## src/rtl/tube_dma_ctrl.sv

```systemverilog
// Tube ULA register-3 DMA sequencer: moves bytes between the ULA and parasite memory.
// Optional: define TUBE_DMA_ABORT_EN to add the ABORT input.
module tube_dma_ctrl #(
    parameter int AW = 16,
    parameter int CW = 16
) (
    input  logic          HO2,
    input  logic          HRST,
    input  logic          START,
    input  logic          DIR,
    input  logic [AW-1:0] SADDR,
    input  logic [CW-1:0] SCNT,
    input  logic          IRQ_CLR,
`ifdef TUBE_DMA_ABORT_EN
    input  logic          ABORT,
`endif
    input  logic          DRQ,
    output logic          DACK,
    output logic          PNRDS,
    output logic          PNWDS,
    output logic [7:0]    PDIN,
    input  logic [7:0]    PDOUT,
    output logic          MREQ,
    output logic          MWE,
    output logic [AW-1:0] MADDR,
    output logic [7:0]    MWDATA,
    input  logic [7:0]    MRDATA,
    input  logic          MACK,
    output logic          BUSY,
    output logic          DONE,
    output logic          IRQ,
    output logic [CW-1:0] REMAIN
);

    typedef enum logic [3:0] {
        S_IDLE,
        S_WAIT_DRQ,
        S_ULA_RD,
        S_MEM_WR,
        S_MEM_RD,
        S_ULA_WR,
        S_ADV,
        S_SETTLE,
        S_DONE
    } state_t;

    state_t        r_state;
    state_t        w_next;
    logic          r_dir;
    logic [AW-1:0] r_maddr;
    logic [CW-1:0] r_remain;
    logic [7:0]    r_mwdata;
    logic [7:0]    r_pdin;
    logic          r_irq;
    logic          r_aborted;
    logic          w_abort;
    logic          w_abort_take;
    logic          w_irq_set;

`ifdef TUBE_DMA_ABORT_EN
    logic r_abort_pend;
    logic w_in_byte;

    // An abort raised mid-byte is parked until that byte's ADV cycle.
    assign w_in_byte = (r_state == S_ULA_RD) || (r_state == S_MEM_WR) ||
                       (r_state == S_MEM_RD) || (r_state == S_ULA_WR);
    assign w_abort   = ABORT | r_abort_pend;

    always_ff @(posedge HO2 or negedge HRST) begin
        if (!HRST) begin
            r_abort_pend <= 1'b0;
        end else begin
            r_abort_pend <= w_in_byte & (r_abort_pend | ABORT);
        end
    end
`else
    assign w_abort = 1'b0;
`endif

    always_ff @(posedge HO2 or negedge HRST) begin
        if (!HRST) begin
            r_state <= S_IDLE;
        end else begin
            r_state <= w_next;
        end
    end

    always_comb begin
        w_next       = r_state;
        w_abort_take = 1'b0;
        case (r_state)
            S_IDLE: begin
                if (START) begin
                    w_next = (SCNT != '0) ? S_WAIT_DRQ : S_DONE;
                end
            end
            S_WAIT_DRQ: begin
                if (w_abort) begin
                    w_next       = S_DONE;
                    w_abort_take = 1'b1;
                end else if (DRQ) begin
                    w_next = r_dir ? S_MEM_RD : S_ULA_RD;
                end
            end
            S_ULA_RD: w_next = S_MEM_WR;
            S_MEM_WR: if (MACK) w_next = S_ADV;
            S_MEM_RD: if (MACK) w_next = S_ULA_WR;
            S_ULA_WR: w_next = S_ADV;
            S_ADV: begin
                if (r_remain == CW'(1)) begin
                    w_next = S_DONE;
                end else if (w_abort) begin
                    w_next       = S_DONE;
                    w_abort_take = 1'b1;
                end else begin
                    w_next = S_SETTLE;
                end
            end
            S_SETTLE: begin
                if (w_abort) begin
                    w_next       = S_DONE;
                    w_abort_take = 1'b1;
                end else begin
                    w_next = S_WAIT_DRQ;
                end
            end
            S_DONE:  w_next = S_IDLE;
            default: w_next = S_IDLE;
        endcase
    end

    // Terminal-count completion raises IRQ; an abort-ended transfer does not.
    assign w_irq_set = (r_state == S_DONE) && !r_aborted;

    always_ff @(posedge HO2 or negedge HRST) begin
        if (!HRST) begin
            r_dir     <= 1'b0;
            r_maddr   <= '0;
            r_remain  <= '0;
            r_mwdata  <= '0;
            r_pdin    <= '0;
            r_irq     <= 1'b0;
            r_aborted <= 1'b0;
        end else begin
            if (r_state != S_DONE) begin
                r_aborted <= w_abort_take;
            end
            r_irq <= w_irq_set | (r_irq & ~IRQ_CLR);
            case (r_state)
                S_IDLE: begin
                    if (START && (SCNT != '0)) begin
                        r_maddr  <= SADDR;
                        r_remain <= SCNT;
                        r_dir    <= DIR;
                    end
                end
                S_ULA_RD: r_mwdata <= PDOUT;
                S_MEM_RD: if (MACK) r_pdin <= MRDATA;
                S_ADV: begin
                    r_maddr  <= r_maddr + AW'(1);
                    r_remain <= r_remain - CW'(1);
                end
                default: ;
            endcase
        end
    end

    assign DACK   = !((r_state == S_ULA_RD) || (r_state == S_ULA_WR));
    assign PNRDS  = (r_state != S_ULA_RD);
    assign PNWDS  = (r_state != S_ULA_WR);
    assign MREQ   = (r_state == S_MEM_WR) || (r_state == S_MEM_RD);
    assign MWE    = (r_state == S_MEM_WR);
    assign BUSY   = (r_state != S_IDLE);
    assign DONE   = (r_state == S_DONE);
    assign IRQ    = r_irq;
    assign PDIN   = r_pdin;
    assign MWDATA = r_mwdata;
    assign MADDR  = r_maddr;
    assign REMAIN = r_remain;

endmodule
```

## config.mk

```make
export PLATFORM = sky130hd
export DESIGN_NAME = tube_dma_ctrl
export DESIGN_NICKNAME = d
export VERILOG_FILES = /design/src/rtl/tube_dma_ctrl.sv
export SDC_FILE = /design/constraint.sdc
export NUM_CORES = 1
export LEC_CHECK = 0
export ABC_AREA = 0
export BUFFER_PORTS_ARGS = -buffer_cell sky130_fd_sc_hd__buf_2
export CAP_MARGIN = 20
export CORE_ASPECT_RATIO = 1.1
export CORE_MARGIN = 5
export CORE_UTILIZATION = 53
export DETAILED_ROUTE_END_ITERATION = 10
export GPL_TIMING_DRIVEN = 1
export PLACE_DENSITY = 0.85
export SYNTH_ARGS = -nofsm -noshare
export SYNTH_HDL_FRONTEND = slang
export SYNTH_SLANG_ARGS = --single-unit
```

## constraint.sdc

```tcl
create_clock -name HO2 -period 4.41 [get_ports HO2]
set_clock_uncertainty 0.15 [all_clocks]
set_input_delay 0.882 -clock HO2 [delete_from_list [all_inputs] [get_ports HO2]]
set_output_delay 0.882 -clock HO2 [all_outputs]
set_load 0.01 [all_outputs]
```

After elaboration in Yosys (flattened, before gate mapping)

Cells that the tools add are included.

Register bits after elaboration: 54
Output and inout bits: 56

Add/sub/neg operators: 2
Eq/ne operators: 16
Muxes and demuxes: 12
Bitwise logic cells: 3
Reductions and logical operators: 12

Operator list:

| cell                                                  | number |
|---|---|
| one-hot mux 16 bit (2 select lines)                   | 2 |
| two-way mux 16 bit                                    | 2 |
| one-hot mux 4 bit (8 select lines)                    | 1 |
| two-way mux 4 bit                                     | 6 |
| adder 16 x 1 -> 16 bit, second input constant         | 1 |
| equality test 16 x 1 -> 1 bit, second input constant  | 1 |
| equality test 4 x 3 -> 1 bit, second input constant   | 4 |
| nonzero test 16 bit                                   | 1 |
| subtractor 16 x 1 -> 16 bit, second input constant    | 1 |
| equality test 4 x 2 -> 1 bit, second input constant   | 2 |
| inequality test 2 bit, second input constant          | 4 |
| AND reduction 2 bit                                   | 3 |
| equality test 4 x 1 -> 1 bit, second input constant   | 1 |
| equality test 4 bit, second input constant            | 1 |
| logical NOT 4 bit                                     | 1 |
| inequality test 4 x 2 -> 1 bit, second input constant | 1 |
| inequality test 4 x 3 -> 1 bit, second input constant | 1 |
| AND reduction 4 bit                                   | 1 |
| nonzero test 4 bit                                    | 1 |
| two-way mux 3 bit                                     | 1 |
| logical OR 1 bit                                      | 2 |
| inequality test 2 x 1 -> 1 bit, second input constant | 1 |
| nonzero test 2 bit                                    | 1 |
| bitwise AND 1 bit                                     | 1 |
| 4 further kinds                                       | 4 |

Logic depth before layout (Yosys ltp)

Depth in word-level cells: 4
Mapped depth: 8
Depth with buffers taken out: 7

Least setup slack after synthesis

OpenSTA, ideal clock, no wires.

Path type: in2reg
Start: in SCNT[11]
End: reg r_remain[0], in the netlist REMAIN[0]
Setup time: 126 ps
Data arrival time: 2253 ps
Path slack: 1881 ps
Cell stages on the path: 6
Path buffers: 2
Cells stage by stage: nor4_1 > a41oi_2 > and2_1 > buf_2 > buf_4 > a221o_1

Word-level cells in the longest chain between the ends: 4

Ends and longest elaborated chain:

| what                                   | RTL line | RTL |
|---|---|---|
| start, declared                        | 12       | `input logic [CW-1:0] SCNT,` |
| nonzero test 16 bit                    | 151      | `if (START && (SCNT != '0)) begin` |
| logical AND 1 bit                      | 151      |  |
| inequality test 2 bit (no source line) | n/a      |  |
| AND reduction 2 bit (no source line)   | n/a      |  |
| end signal, assigned                   | 161      | `r_remain <= r_remain - CW'(1);` |
| end, declared                          | 51       | `logic [CW-1:0] r_remain;` |

Every way passes these cells.
A chain may end at the register's enable or synchronous reset.

Final worst setup path

Start: in SCNT[3]
End: reg r_remain[8], in the netlist REMAIN[8]

Same word-level chain as after synthesis.

==> impl_metrics.tcl <==
set metrics [dict create \
    clock_sink_count 54 \
    slew_headroom_pct 36.6 \
    die_h_um 87.7 \
    min_path_type "reg -> reg" \
    fill_cells 441 \
    setup-violations-final 0 \
    rsz0062_at_grt "no" \
    ys.flop_type "dfrtp_1" \
    wl_mm 7.89 \
    synth_area_per_cell_um2 9.48 \
    min_period_ns 2.86 \
    grt-ovfl-total 0 \
    grtUsageTotal_pct 23.6 \
    setup_ws_ns 1.55 \
    cts_tree "yes" \
    crit_type "in -> reg" \
    dr.pass1.iters 4 \
    place_congestion 0.905 \
    ioPinCount 111 \
    met1_length_mm 3.17 \
    max_freq_mhz 349 \
    path_clk_slew_ns 0.09 \
    drc 0 \
    wl_met3_um 590 \
    grt_antenna_before_repair 0 \
    synth_edf_count 0 \
    fp-row-count 28 \
    post-route-period-util_pct 64.9 \
    hold_buffers 0 \
    synth_top_area_share_pct 46.5 \
    finalSetupTns_ns 0 \
    worstMarginPinSlew_ns 0.948 \
    ant_nets 0 \
    preCtsSetupSlack_ns 1.23 \
    required_ns 4.50 \
    coreArea_um2 5360 \
    wl_per_cell_um 16.2 \
    wl_met2_mm 3.97 \
    dieArea_um2 7070 \
    syn_area_um2 2910 \
    drive_above_1_share_pct 35.3 \
    leakage_nw 1.66 \
    ys_ff_latch 54 \
    synth_area_leader_cell "dfrtp_1" \
    syn2layout_area_growth_pct 23.9 \
    worst_hold_slack_ns 0.339 \
    synthesis.nets 365 \
    drtIter0Drc 259 \
    end_kind "register" \
    synth_cell_type_count 51 \
    async_flop_share_pct 100 \
    initial_utilization_pct 54.3 \
    grt_pass1_vias 2908 \
    die_w_um 80.6 \
    numPortBuffers 110 \
    finalHoldViolations 0 \
    grt_max_degree 55 \
    nets 468 \
    startpoint_type "primary input" \
    cts_resized 0 \
    yosys-top-cells-area "dfrtp_1 (46%), mux2_2 (6.2%), nand2_1 (4.4%)" \
    slew_violations 0 \
    htreeDepth 2 \
    yosysWarningCount 0 \
    crit_arrival_ns 2.96 \
    crit_fanout 29 \
    cap_violations 0 \
    ys_seq_area_share_pct 46.5 \
    vias 2839 \
    diodes 0 \
    dp_hpwl_mm 5.82 \
    cts_setup_buffers 0 \
    vdd_drop_max_mv 0.351 \
    status "finished, final reports clean" \
    multi_input_area_um2 1450 \
    instances_no_fill 486 \
    vias_per_cell 5.84 \
    grt_pass1_wl_mm 13.2 \
    final-seq-area_um2 1350 \
    syn_inst 307 \
    dp.cells 478 \
    highest_layer "met4" \
    pwr_density_cell_nw_per_um2 674 \
    clockBufferDepth 2 \
    cts_buffers 5 \
    clock_latency_ns 0.30 \
    cts-root-buf "clkbuf_8" \
]
-- power by group --
group	internal [mW]	leakage (nW)	switching [mW]	total, mW
sequential	0.731	0.645	0.274	1.00
clock	0.127	0.0482	0.154	0.281
combinational	0.536	0.968	0.608	1.14
-- state kept, by name, summed over array words and instances (netlist names) --
name	flops
MADDR	16
REMAIN	16
MWDATA	8
PDIN	8
r_state	4
IRQ	1
r_dir	1
-- path summary, 6_finish.rpt --
kind	startpoint	end	slack [ns]	cells after the start
max	SCNT[3]	REMAIN[8]	1.55	6
min	IRQ	IRQ	0.34	1
max reg2reg	r_state[0]	MADDR[2]	1.55	4
min reg2reg	IRQ	IRQ	0.34	1
max in group asynchronous	HRST	REMAIN[12]	3.12	2
min in group asynchronous	HRST	MADDR[8]	0.54	2
-- per-layer routing --
layer / GRT usage (%) / vias to the layer above
met1: 28.6 / 1348
met3: 6.17 / 15
met4: 8.60 / 0
li1: - / 1362
met5: 0 / -
met2: 40.6 / 114
-- critical path, stage by stage --
cell and delay [ns]:
buf_2 0.11, nor4_1 0.53, a41oi_2 0.24, nand2_1 0.75, o311ai_0 0.32, nand3_1 0.13
-- logic make-up (layout without fill, tap and decap cells) --
family                     Yosys count  in the layout  share of synthesized area [%]
adders and majority gates            3              3                           1.29
buffers and inverters               27            131                           3.83
muxes                               19             19                           7.23
and+or+nand+nor                    122            122                           21.4
DFF                                 54             54                           46.5
AOI/OAI and AO/OA                   82             82                           19.8
-- final cells by class --
type	instances	area share [%]
multi-input cells	226	40.3
inverters	9	0.937
clock buffers	7	2.40
repair buffers	114	16.1
well taps	75	2.60
flip-flops and latches	54	37.5
clock inverters	1	0.139
-- Yosys cell counts (3+ instances only) --
cell type	n
o211ai_1	6
clkbuf_1	10
mux2i_1	3
a221oi_1	4
nand2_1	34
or3_1	4
dfrtp_1	54
buf_2	5
a41oi_1	4
a211oi_1	3
o21ai_0	9
nor4_1	8
mux2_2	16
nand3_1	13
inv_1	9
and4_1	4
ha_1	3
o21bai_1	3
and2_1	3
nor2_1	28
a221o_1	3
nor3_1	9
nand4_1	4
o311ai_0	5
a21o_1	3
a21oi_1	20
o22ai_1	6
or4_1	3
a31oi_1	5
-- metrics by stage --
stage	power, mW	util (%)	area [um^2]
after floorplan	1.71	-	2910
after global routing	2.64	67.2	3600
after global placement	2.11	65.5	3510
after CTS	2.44	67.2	3600
final	2.43	67.2	3600
after detailed placement	2.16	65.5	3510
-- layout by cell type (no fill, tap or decap), drive strengths merged, types with 2 or more instances in the layout --
cell type,count
a211oi,3
a21o,3
a21oi,20
a221o,4
a221oi,4
a22o,2
a31oi,5
a41oi,5
and2,3
and4,4
buf,114
clkbuf,7
dfrtp,54
ha,3
inv,9
mux2,16
mux2i,3
nand2,34
nand3,13
nand4,4
nor2,28
nor3,9
nor3b,2
nor4,9
nor4bb,2
o211ai,6
o21ai,9
o21bai,3
o22ai,6
o311ai,5
or3,4
or4,4
(Power assumes the default switching activity.)
